**src/rtl/dmem_arbiter.sv**
```systemverilog
// Arbitrates the single-port data memory between the CPU (priority) and the Wishbone slave.
// A pending Wishbone access steals one CPU cycle when idle, or forces a stall after starving.
module dmem_arbiter #(
    parameter logic [31:0] BASE_ADDR    = 32'h3000_0000,
    parameter logic [31:0] ADDR_MASK    = 32'hFFFF_FC00,
    parameter int unsigned STARVE_LIMIT = 4
) (
    input  logic        wb_clk_i,
    input  logic        wb_rst_i,
    input  logic [7:0]  cpu_addr,
    input  logic [7:0]  cpu_wdata,
    input  logic        cpu_we,
    input  logic        cpu_re,
    output logic [7:0]  cpu_rdata,
    output logic        cpu_stall,
    input  logic        wbs_stb_i,
    input  logic        wbs_cyc_i,
    input  logic        wbs_we_i,
    input  logic [3:0]  wbs_sel_i,
    input  logic [31:0] wbs_dat_i,
    input  logic [31:0] wbs_adr_i,
    output logic        wbs_ack_o,
    output logic [31:0] wbs_dat_o,
    output logic [7:0]  mem_addr,
    output logic [7:0]  mem_wdata,
    output logic        mem_we,
    input  logic [7:0]  mem_rdata
);

    typedef enum logic [1:0] {StIdle, StWait, StAccess, StAck} state_e;

    localparam logic [3:0] StarveLim = 4'(STARVE_LIMIT);

    state_e      state_q;
    logic [3:0]  starve_cnt_q;
    logic [7:0]  adr_q;
    logic [7:0]  dat_q;
    logic        we_q;
    logic        sel_q;

    logic wb_req;
    logic cpu_req;
    logic reserved;
    logic unused_bits;

    assign wb_req      = wbs_stb_i & wbs_cyc_i & ((wbs_adr_i & ADDR_MASK) == BASE_ADDR);
    assign cpu_req     = cpu_we | cpu_re;
    // Word addresses 248..255 belong to top-level MMIO.
    assign reserved    = (adr_q[7:3] == 5'b11111);
    assign unused_bits = ^{wbs_dat_i[31:8], wbs_sel_i[3:1]};

    always_ff @(posedge wb_clk_i or posedge wb_rst_i) begin
        if (wb_rst_i) begin
            state_q      <= StIdle;
            starve_cnt_q <= 4'd0;
            wbs_ack_o    <= 1'b0;
            wbs_dat_o    <= 32'h0;
            adr_q        <= 8'h00;
            dat_q        <= 8'h00;
            we_q         <= 1'b0;
            sel_q        <= 1'b0;
        end else begin
            unique case (state_q)
                StIdle: begin
                    if (wb_req) begin
                        adr_q <= wbs_adr_i[9:2];
                        dat_q <= wbs_dat_i[7:0];
                        we_q  <= wbs_we_i;
                        sel_q <= wbs_sel_i[0];
                        if (cpu_req) begin
                            state_q      <= StWait;
                            starve_cnt_q <= 4'd1;
                        end else begin
                            state_q <= StAccess;
                        end
                    end
                end
                StWait: begin
                    if (!wb_req) begin
                        state_q      <= StIdle;
                        starve_cnt_q <= 4'd0;
                    end else begin
                        adr_q <= wbs_adr_i[9:2];
                        dat_q <= wbs_dat_i[7:0];
                        we_q  <= wbs_we_i;
                        sel_q <= wbs_sel_i[0];
                        if (!cpu_req || starve_cnt_q == StarveLim) begin
                            state_q <= StAccess;
                        end else begin
                            starve_cnt_q <= starve_cnt_q + 4'd1;
                        end
                    end
                end
                StAccess: begin
                    if (!we_q) begin
                        wbs_dat_o <= {24'h0, reserved ? 8'h00 : mem_rdata};
                    end
                    wbs_ack_o    <= 1'b1;
                    starve_cnt_q <= 4'd0;
                    state_q      <= StAck;
                end
                StAck: begin
                    wbs_ack_o <= 1'b0;
                    state_q   <= StIdle;
                end
                default: state_q <= StIdle;
            endcase
        end
    end

    always_comb begin
        cpu_stall = 1'b0;
        cpu_rdata = mem_rdata;
        mem_addr  = cpu_addr;
        mem_wdata = cpu_wdata;
        mem_we    = cpu_we;
        if (state_q == StAccess) begin
            cpu_stall = 1'b1;
            cpu_rdata = 8'h00;
            mem_addr  = adr_q;
            mem_wdata = dat_q;
            mem_we    = we_q & sel_q & ~reserved;
        end
    end

endmodule

```
**config.mk**
```make
export PLATFORM = sky130hd
export DESIGN_NAME = dmem_arbiter
export DESIGN_NICKNAME = d
export VERILOG_FILES = /design/src/rtl/dmem_arbiter.sv
export SDC_FILE = /design/constraint.sdc
export NUM_CORES = 1
export LEC_CHECK = 0
export ABC_AREA = 1
export BUFFER_PORTS_ARGS = -buffer_cell sky130_fd_sc_hd__buf_2
export CAP_MARGIN = 20
export CORE_AREA = 2 2 74 76
export DETAILED_ROUTE_END_ITERATION = 16
export DIE_AREA = 0 0 76 78
export PLACE_DENSITY = 0.93
export RECOVER_POWER = 100
export SYNTH_ARGS = -nofsm -noshare
export SYNTH_HDL_FRONTEND = slang
export SYNTH_SLANG_ARGS = --single-unit
```
**constraint.sdc**
```tcl
create_clock -name wb_clk_i -period 4.4 [get_ports wb_clk_i]
set_input_delay 0 -clock wb_clk_i [delete_from_list [all_inputs] [get_ports wb_clk_i]]
set_output_delay 0 -clock wb_clk_i [all_outputs]
set_load 0.05 [all_outputs]
```
## Word-level counts from Yosys, hierarchy flattened

Index checks and enable logic that the tools add are counted.

- Register bits: 33
- Input port bits: 99

- Bitwise gates (word level): 7
- Mux-type cells: 17
- $add $sub $neg: 1
- Reduce and logical (&&, ||, !) cells: 10
- Equal/unequal tests: 10

Operators with widths:

| cell | count |
|---|---|
| 8-bit 2-to-1 mux | 4 |
| 22-bit by 20-bit equality test with 1-bit output, second input constant | 1 |
| 4-bit 2-to-1 mux | 4 |
| 4-bit case mux with 3 select lines | 1 |
| 2-bit 2-to-1 mux | 4 |
| 2-bit case mux with 4 select lines | 1 |
| 3-bit inequality test, second input constant | 2 |
| 2-bit AND reduction | 3 |
| 5-bit equality test, second input constant | 1 |
| 4-bit by 1-bit adder with 4-bit output, second input constant | 1 |
| 1-bit AND | 4 |
| 2-bit equality test, second input constant | 2 |
| 4-bit by 3-bit equality test with 1-bit output, second input constant | 1 |
| 2-bit inequality test, second input constant | 2 |
| 4-bit AND reduction | 1 |
| 3-bit nonzero test | 1 |
| 2-bit by 1-bit equality test with 1-bit output, second input constant | 1 |
| 2-bit logical NOT | 1 |
| 1-bit 2-to-1 mux | 2 |
| 1-bit NOT | 2 |
| 1-bit case mux with 2 select lines | 1 |
| 2-bit nonzero test | 1 |
| 2-bit OR reduction | 1 |
| 1-bit logical NOT | 1 |
| other kinds (2) | 2 |

## Longest topological paths before layout

Gate-level depths: netlist of the first run.

- Depth after elaboration: 6
- Mapped depth: 11
- Depth with buffers taken out: 10

## Least setup slack after synthesis of the first run

Ideal clock, no wire load.

- Kind: register -> output
- Start: register state_q[0]
- End: output port mem_we
- Setup slack: 1.666 ns
- Required time: 4.400 ns
- Arrival: 2.734 ns
- Path buffers: 2
- Cell stages (with the launch flop): 7
- Cell sequence: dfrtp_1 > inv_1 > ha_1 > buf_2 > clkinv_1 > clkbuf_1 > o21ai_0

- Word-level cells in the longest chain between the ends: 2

Ends and longest elaborated chain:

| what | RTL line | RTL |
|---|---|---|
| start, declared | 34 | `state_e state_q;` |
| start signal, assigned | 54 | `state_q <= StIdle;` |
| start signal, assigned | 71 | `state_q <= StWait;` |
| start signal, assigned | 74 | `state_q <= StAccess;` |
| 2-bit equality test | 117 | `if (state_q == StAccess) begin` |
| 1-bit 2-to-1 mux | 117 |  |
| end, declared | 26 | `output logic mem_we,` |

Every way passes these cells.

## Worst setup path after layout of the first run

- Start: register state_q[1]
- End: register adr_q[2]

- Word-level cells in the longest chain between the ends: 3
- Elaborated cells on any way between the ends: 4
- Those cells by class: eq/ne (1); reduce/logical (3)

Ends and longest elaborated chain:

| what | RTL line | RTL |
|---|---|---|
| 2-bit by 1-bit equality test with 1-bit output or 2-bit logical NOT (tied branches) | 63 | `unique case (state_q)` |
| 2-bit OR reduction (no source line) (*) | n/a |  |
| 2-bit AND reduction (no source line) (*) | n/a |  |
| end signal, assigned | 66 | `adr_q <= wbs_adr_i[9:2];` |
| end signal, assigned | 83 | `adr_q <= wbs_adr_i[9:2];` |
| end, declared | 36 | `logic [7:0] adr_q;` |

Every way passes the cells marked *; elsewhere a longest branch is shown, timed or not.
A chain may end at the register's enable or synchronous reset.

==> results.sh, run 1 <==
export IMPL_status="finished, violations left"
export IMPL_violations="capacitance limit, slew limit"
export IMPL_synth_top_family_by_area="simple AND/OR/NAND/NOR gates"
export IMPL_final_max_slew_violation_count=34
export IMPL_fin_cells=516
export IMPL_cp_max_fo=21
export IMPL_worst_path_buf_inv=2
export IMPL_cp_cell_sequence="inv_1, ha_1, inv_1, nor2_1, nor2_1, nand2_1, nand2_1"
export IMPL_synth_compound_area_frac=0.0744
export IMPL_grt_remaining_overflow=0
export IMPL_critPathArrivalTime_ns=2.87
export IMPL_synthAdderAreaFrac=0.0401
export IMPL_rr_startpoint="state_q[1]"
export IMPL_dieHeight_um=78
export IMPL_first_pass_iters=4
export IMPL_grt_pass1_vias=2350
export IMPL_fin_tns_setup_ns=0
export IMPL_drive_gt1_frac=0.188
export IMPL_clkSinkCount=33
export IMPL_avgRoutedWirePerCell_um=11.8
export IMPL_holdWs_ns=0.155
export IMPL_grt_max_degree=34
export IMPL_max_clock_path_buffers=2
export IMPL_htree_num_levels=2
export IMPL_crit_family="simple AND/OR/NAND/NOR gates"
export IMPL_cts_resized=0
export IMPL_min_path_type="input port to register"
export IMPL_synth_simple_area_share=0.350
export IMPL_rsz0062_at_grt="false"
export IMPL_clock_latency_ns=0.27
export IMPL_finalCriticalPeriod_ns=2.71
export IMPL_fp_dieW_um=76
export IMPL_finalSetupViolCount=0
export IMPL_gp_congestion=0.772
export IMPL_vias=2362
export IMPL_ir_drop_v=0.000377
export IMPL_n_antenna_cell=0
export IMPL_coreArea_um2=5040
export IMPL_synth_seq_area_share=0.378
export IMPL_synthMuxAreaShare=0
export IMPL_critical_path_depth=7
export IMPL_cts_setup_buffers=0
export IMPL_seq_area_um2=826
export IMPL_cp_end_kind="register"
export IMPL_postCtsHoldBufs=27
export IMPL_cp_data_required_time_ns=4.56
export IMPL_hold_path_startpoint="cpu_re"
export IMPL_fin_total_pwr_mw=1.56
export IMPL_max_freq_ghz=0.369
export IMPL_crit_slowest_cell="nor2_1"
export IMPL_max_slew_margin=-0.207
export IMPL_antenna_found_initial=0
export IMPL_p_per_area_nw_per_um2=523
export IMPL_drc_errors=0
export IMPL_finalNetCount=551
export IMPL_path_clk_slew_ns=0.07
export IMPL_num_rows=26
export IMPL_dp_cells=481
export IMPL_initial_core_util=0.433
export IMPL_drtIter0Drc=118
export IMPL_r2r_cells=7
export IMPL_critPathLaunch="state_q[1]"
export IMPL_synth_xor_area_share=0.00801
export IMPL_p_leak_nw=1.66
export IMPL_ys_warn_count=0
export IMPL_fin_crit_sh=0.616
export IMPL_crit_type="register to register"
export IMPL_numPortBuffers=104
export IMPL_hold_depth=4
export IMPL_ant_nets=0
export IMPL_drv_cap=1
export IMPL_nFillCells=498
export IMPL_hpwlAfterDp_um=4250
export IMPL_drt_total_wl_um=6070
export IMPL_crit_path_max_incr_delay_ns=0.93
export IMPL_start_kind="register"
export IMPL_synthCells=316
export IMPL_grt_pass1_wl_um=9920
export IMPL_worst_slew_pin_slew_ns=1.81
export IMPL_ys_seq_elements=33
export IMPL_ios=158
export IMPL_track_usage=0.203
export IMPL_cts_tree="done"
export IMPL_via_per_inst=4.58
export IMPL_cts_root_buf="clkbuf_8"
export IMPL_dieArea_um2=5930
export IMPL_cts_made_buffers=5
export IMPL_final_hold_violation_count=0
export IMPL_synth_avg_cell_area_um2=6.92
export IMPL_synthToLayoutAreaGrowth_pct=36.3
export IMPL_multi_input_area_um2=1110
export IMPL_ys_types=26
export IMPL_synth_area_um2=2190
export IMPL_fin_skew_ns=0.00604
## synth_stat cells
cell	n	area share
nand3_2	2	0.0092
o31ai_1	1	0.0034
o21ai_0	31	0.071
nand3b_1	1	0.0034
nand3_1	12	0.027
nor2_4	2	0.010
nor3_1	1	0.0023
clkbuf_1	3	0.0052
clkbuf_2	1	0.0023
inv_1	22	0.038
ha_1	7	0.040
or2_2	1	0.0029
dfrtp_1	33	0.38
nand2_2	1	0.0029
buf_1	1	0.0017
nor2_1	31	0.053
xor2_1	1	0.0040
nand2_1	124	0.21
conb_1	1	0.0017
clkbuf_8	1	0.0063
nand4_1	4	0.011
buf_2	3	0.0069
xnor2_1	1	0.0040
nor2_2	5	0.014
clkinv_1	1	0.0017
buf_4	25	0.086
## state kept, by name (all words and copies together), names as in the netlist
signal,flops
state_q,2
starve_cnt_q,4
sel_q,1
we_q,1
wbs_ack_o,1
wbs_dat_o,8
adr_q,8
dat_q,8
## stage by stage
step	cell area, um2	util	setup slack, ns
2_1_floorplan	2270	-	1.67
3_3_place_gp	2660	0.527	2.19
3_5_place_dp	2660	0.527	2.06
4_1_cts	3050	0.604	2.03
5_1_grt	2980	0.591	1.31
6_report	2980	0.591	1.69
## final timing paths
| check | slack (ns) | end |
|---|---|---|
| max | 1.69 | adr_q[2] |
| min | 0.15 | state_q[1] |
| max reg2reg | 1.69 | adr_q[2] |
| min reg2reg | 0.48 | dat_q[7] |
| max in group asynchronous | 2.45 | adr_q[3] |
| min in group asynchronous | 0.90 | sel_q |
## kinds of logic after synthesis
logic type,after synthesis
AOI/OAI and AO/OA,32
adders and majority gates,7
other,1
and+or+nand+nor,184
DFF,33
buffers and inverters,57
xor gates and xnor gates,2
## tightest hold or removal path: cells and delay by family
| kind | cells | cell delay, ns |
|---|---|---|
| AOI/OAI and AO/OA | 2 | 0.26 |
| and+or+nand+nor | 1 | 0.04 |
| buffers and inverters | 1 | 0.08 |
## per-layer routing
metal	routed length (um)	global-route usage	up-vias	share of wire
met4	106	0.0745	0	0.017
met2	3190	0.388	81	0.53
met1	2470	0.219	1080	0.41
met5	0	0	-	0
met3	311	0.0442	14	0.051
li1	-	-	1187	-
## cell usage in the layout (no fill, tap or decap)
| cell | netlist | layout |
|---|---|---|
| clkbuf_8 | 1 | 6 |
| nand2_2 | 1 | 1 |
| bufinv_16 | 0 | 1 |
| or2_2 | 1 | 1 |
| inv_1 | 22 | 22 |
| dfrtp_1 | 33 | 33 |
| buf_2 | 3 | 69 |
| clkbuf_1 | 3 | 38 |
| nor3_1 | 1 | 1 |
| nand3_1 | 12 | 13 |
| conb_1 | 1 | 24 |
| o31ai_1 | 1 | 1 |
| nor2_2 | 5 | 4 |
| xor2_1 | 1 | 1 |
| nand2_1 | 124 | 124 |
| clkinv_1 | 1 | 1 |
| ha_1 | 7 | 7 |
| nand4_1 | 4 | 4 |
| xnor2_1 | 1 | 1 |
| o21ai_0 | 31 | 31 |
| nand3b_1 | 1 | 1 |
| nor2_1 | 31 | 33 |
| nor2_4 | 2 | 1 |
| dlygate4sd3_1 | 0 | 27 |
| nand3_2 | 2 | 1 |
## final cells by class
class                   count  area share
inverters                  23      0.0290
clock buffers               7      0.0290
multi-input cells         249       0.372
well taps                  70      0.0294
clock inverters             1      0.0101
flip-flops and latches     33       0.277
repair buffers            133       0.253
## report_power, final
group          switching [mW]  total, mW  internal, mW
Clock                   0.104      0.288         0.185
Combinational           0.696      0.872         0.177
Sequential             0.0389      0.398         0.359
Total                   0.838       1.56         0.721
No activity file was read; power rests on OpenSTA's default activity.
==> run 2, diff against run 1 <==
ABC_AREA = 0   (was 1)
CORE_AREA = 2 2 79 81   (was 2 2 74 76)
DIE_AREA = 0 0 81 83   (was 0 0 76 78)
PLACE_DENSITY = 0.85   (was 0.93)
clock period = 2.37 ns   (was 4.4 ns; I/O delays follow)
==> run 2 against run 1 <==
  * The flow now finishes without violations
  * Routed wire length is 19% lower
  * Hold slack better by 0.015 ns
  * First-iteration DRC count is 62% lower
  * Total power is 90% higher
  * Clock skew is 0.0014 ns lower
  * Critical path depth is 2 lower
  * Sequential power is 86% higher
  * Cell area is 1.7% lower
  * Critical path type is now register to primary output
  * Critical endpoint is now mem_wdata[3]
==> results.sh, run 2 <==
export IMPL_status="complete, no violations"
export IMPL_fin_area_um2=2930
export IMPL_finalCriticalPeriod_ns=2.08
export IMPL_drc_errors=0
export IMPL_numPortBuffers=104
export IMPL_dp_worst_setup_slack_ns=0.473
export IMPL_fin_skew_ns=0.00467
export IMPL_max_freq_ghz=0.481
export IMPL_cp_end_kind="primary output"
export IMPL_ant_nets=0
export IMPL_cts_made_buffers=5
export IMPL_synth_seq_area_share=0.393
export IMPL_fin_crit_sh=0.878
export IMPL_htree_num_levels=2
export IMPL_yosys_area_top_type_share=0.393
export IMPL_layout_common_cells="buf_2, dfrtp_1, dlygate4sd3_1, mux2_2, conb_1"
export IMPL_grt_pass1_vias=1872
export IMPL_dieHeight_um=83
export IMPL_cts_resized=0
export IMPL_synth_edf_count=0
export IMPL_worst_slew_pin_slew_ns=0.862
export IMPL_netlist_top_cells_area="dfrtp_1, mux2_2, buf_4"
export IMPL_max_slew_margin=0.425
export IMPL_max_clock_path_buffers=2
export IMPL_cp_max_fo=21
export IMPL_synth_commonest_cells="dfrtp_1, mux2_2, buf_4"
export IMPL_coreArea_um2=5820
export IMPL_layout_setup_ws_ns=0.290
export IMPL_antenna_found_initial=0
export IMPL_synth_avg_cell_area_um2=10.9
export IMPL_final_hold_violation_count=0
export IMPL_cp_cell_sequence="inv_1, ha_1, buf_12, mux2_2, clkbuf_2"
export IMPL_ys_warn_count=0
export IMPL_grt_remaining_overflow=0
export IMPL_cts_tree="done"
export IMPL_initial_core_util=0.361
export IMPL_ys_types=41
export IMPL_clock_latency_ns=0.28
export IMPL_p_per_area_nw_per_um2=1010
export IMPL_critPathArrivalTime_ns=2.08
export IMPL_fin_tns_setup_ns=0
export IMPL_fp_dieW_um=81
export IMPL_finalSetupViolCount=0
export IMPL_drv_cap=0
export IMPL_via_per_inst=4.61
export IMPL_final_common_cell="buf_2"
export IMPL_postPlaceCellArea_um2=2610
export IMPL_postCtsHoldBufs=27
export IMPL_cts_setup_buffers=0
export IMPL_crit_family="buffers and inverters"
export IMPL_path_clk_slew_ns=0.07
export IMPL_vias=1858
export IMPL_synthCells=193
export IMPL_swShare=0.504
export IMPL_ys_seq_elements=33
export IMPL_hpwlAfterDp_um=3600
export IMPL_p_seq_frac=0.249
export IMPL_track_usage=0.145
export IMPL_start_kind="register"
export IMPL_final_max_slew_violation_count=0
export IMPL_cts_root_buf="clkbuf_8"
export IMPL_grt_pass1_wl_um=7850
export IMPL_gp_congestion=0.810
export IMPL_drive_gt1_frac=0.396
export IMPL_grt_max_degree=22
export IMPL_synthToLayoutAreaGrowth_pct=39.3
export IMPL_min_path_type="input port to register"
export IMPL_crit_path_max_incr_delay_ns=0.45
export IMPL_rsz0062_at_grt="false"
export IMPL_num_rows=28
export IMPL_clkSinkCount=33
export IMPL_synth_area_um2=2100
export IMPL_first_pass_iters=4
export IMPL_finalNetCount=433
export IMPL_p_leak_nw=1.52
export IMPL_largest_registers="adr_q (8), dat_q (8), wbs_dat_o (8)"
export IMPL_yosys_area_top_type="dfrtp_1"
export IMPL_holdWs_ns=0.170
export IMPL_combPwrFrac=0.569
export IMPL_avgRoutedWirePerCell_um=12.2
export IMPL_dieArea_um2=6720
export IMPL_worst_path_buf_inv=3
export IMPL_crit_slowest_cell="ha_1"
export IMPL_ios=158
export IMPL_switching_power_mw=1.50
export IMPL_synthArstFlopShare=1.00
export IMPL_ir_drop_v=0.000556
export IMPL_drtIter0Drc=45
export IMPL_intPower_mw=1.47
export IMPL_yosysMostFrequentCell="dfrtp_1"
export IMPL_crit_type="register to primary output"
export IMPL_ys_flop_type="dfrtp_1"
export IMPL_n_antenna_cell=0
export IMPL_pwr_share_clk=0.182
export IMPL_cp_data_required_time_ns=2.37
export IMPL_fin_total_pwr_mw=2.96
export IMPL_drt_total_wl_um=4930
run 2: worst min-delay path, delay by kind of cell:
| family | cells | cell delay [ns] |
|---|---|---|
| buffers and inverters | 1 | 0.08 |
| AND/OR/NAND/NOR | 1 | 0.06 |
| AO/OA/AOI/OAI | 1 | 0.13 |
| multiplexers | 1 | 0.15 |
run 2: worst paths after layout:
check / start / to / slack, ns / cells after the start
worst min register to register: dat_q[4] / dat_q[4] / 0.50 / 1
min in group asynchronous: wb_rst_i / wbs_dat_o[7] / 0.37 / 3
worst max-delay path: state_q[0] / mem_wdata[3] / 0.29 / 5
max in group asynchronous: wb_rst_i / adr_q[0] / 0.80 / 4
worst min-delay path: cpu_re / state_q[0] / 0.17 / 4
worst max register to register: state_q[1] / adr_q[5] / 0.48 / 5
run 2: cell type report:
cell class              count  area (um2)
repair buffers            134         797
clock inverters             1        30.0
inverters                   8        30.0
clock buffers               7        86.3
fillers                   544        2890
well taps                  75        93.8
flip-flops and latches     33         826
multi-input cells         145        1070
run 2: logic make-up (layout without fill, tap and decap cells):
group / Yosys count / in the layout / share of synthesized area
AO/OA/AOI/OAI: 21 / 21 / 0.0661
other: 1 / 24 / 0.00178
buffers and inverters: 38 / 150 / 0.122
adder cells (fa/ha/maj): 7 / 7 / 0.0417
flip-flops: 33 / 33 / 0.393
multiplexers: 38 / 38 / 0.222
AND/OR/NAND/NOR: 55 / 55 / 0.154
run 2: power by group through the flow:
stage          clock network, mW  logic, mW  registers, mW
2_1_floorplan                  0       1.10           1.00
3_3_place_gp                   0       1.67          0.740
3_5_place_dp                   0       1.70          0.745
4_1_cts                    0.556       1.74          0.735
5_1_grt                    0.590       1.80          0.751
6_report                   0.540       1.69          0.739
run 2: layer usage:
| layer | GRT usage | part of all wire | vias to the layer above |
|---|---|---|---|
| met5 | 0 | 0 | - |
| met4 | 0.0493 | 0.015 | 0 |
| met3 | 0.0337 | 0.063 | 9 |
| met2 | 0.273 | 0.52 | 87 |
| met1 | 0.152 | 0.40 | 872 |
| li1 | - | - | 890 |
run 2: stage by stage:
step | std cells | util
final | 403 | 0.504
after CTS | 403 | 0.515
after global placement | 368 | 0.449
after detailed placement | 368 | 0.449
after global routing | 403 | 0.504
after floorplan | 216 | -
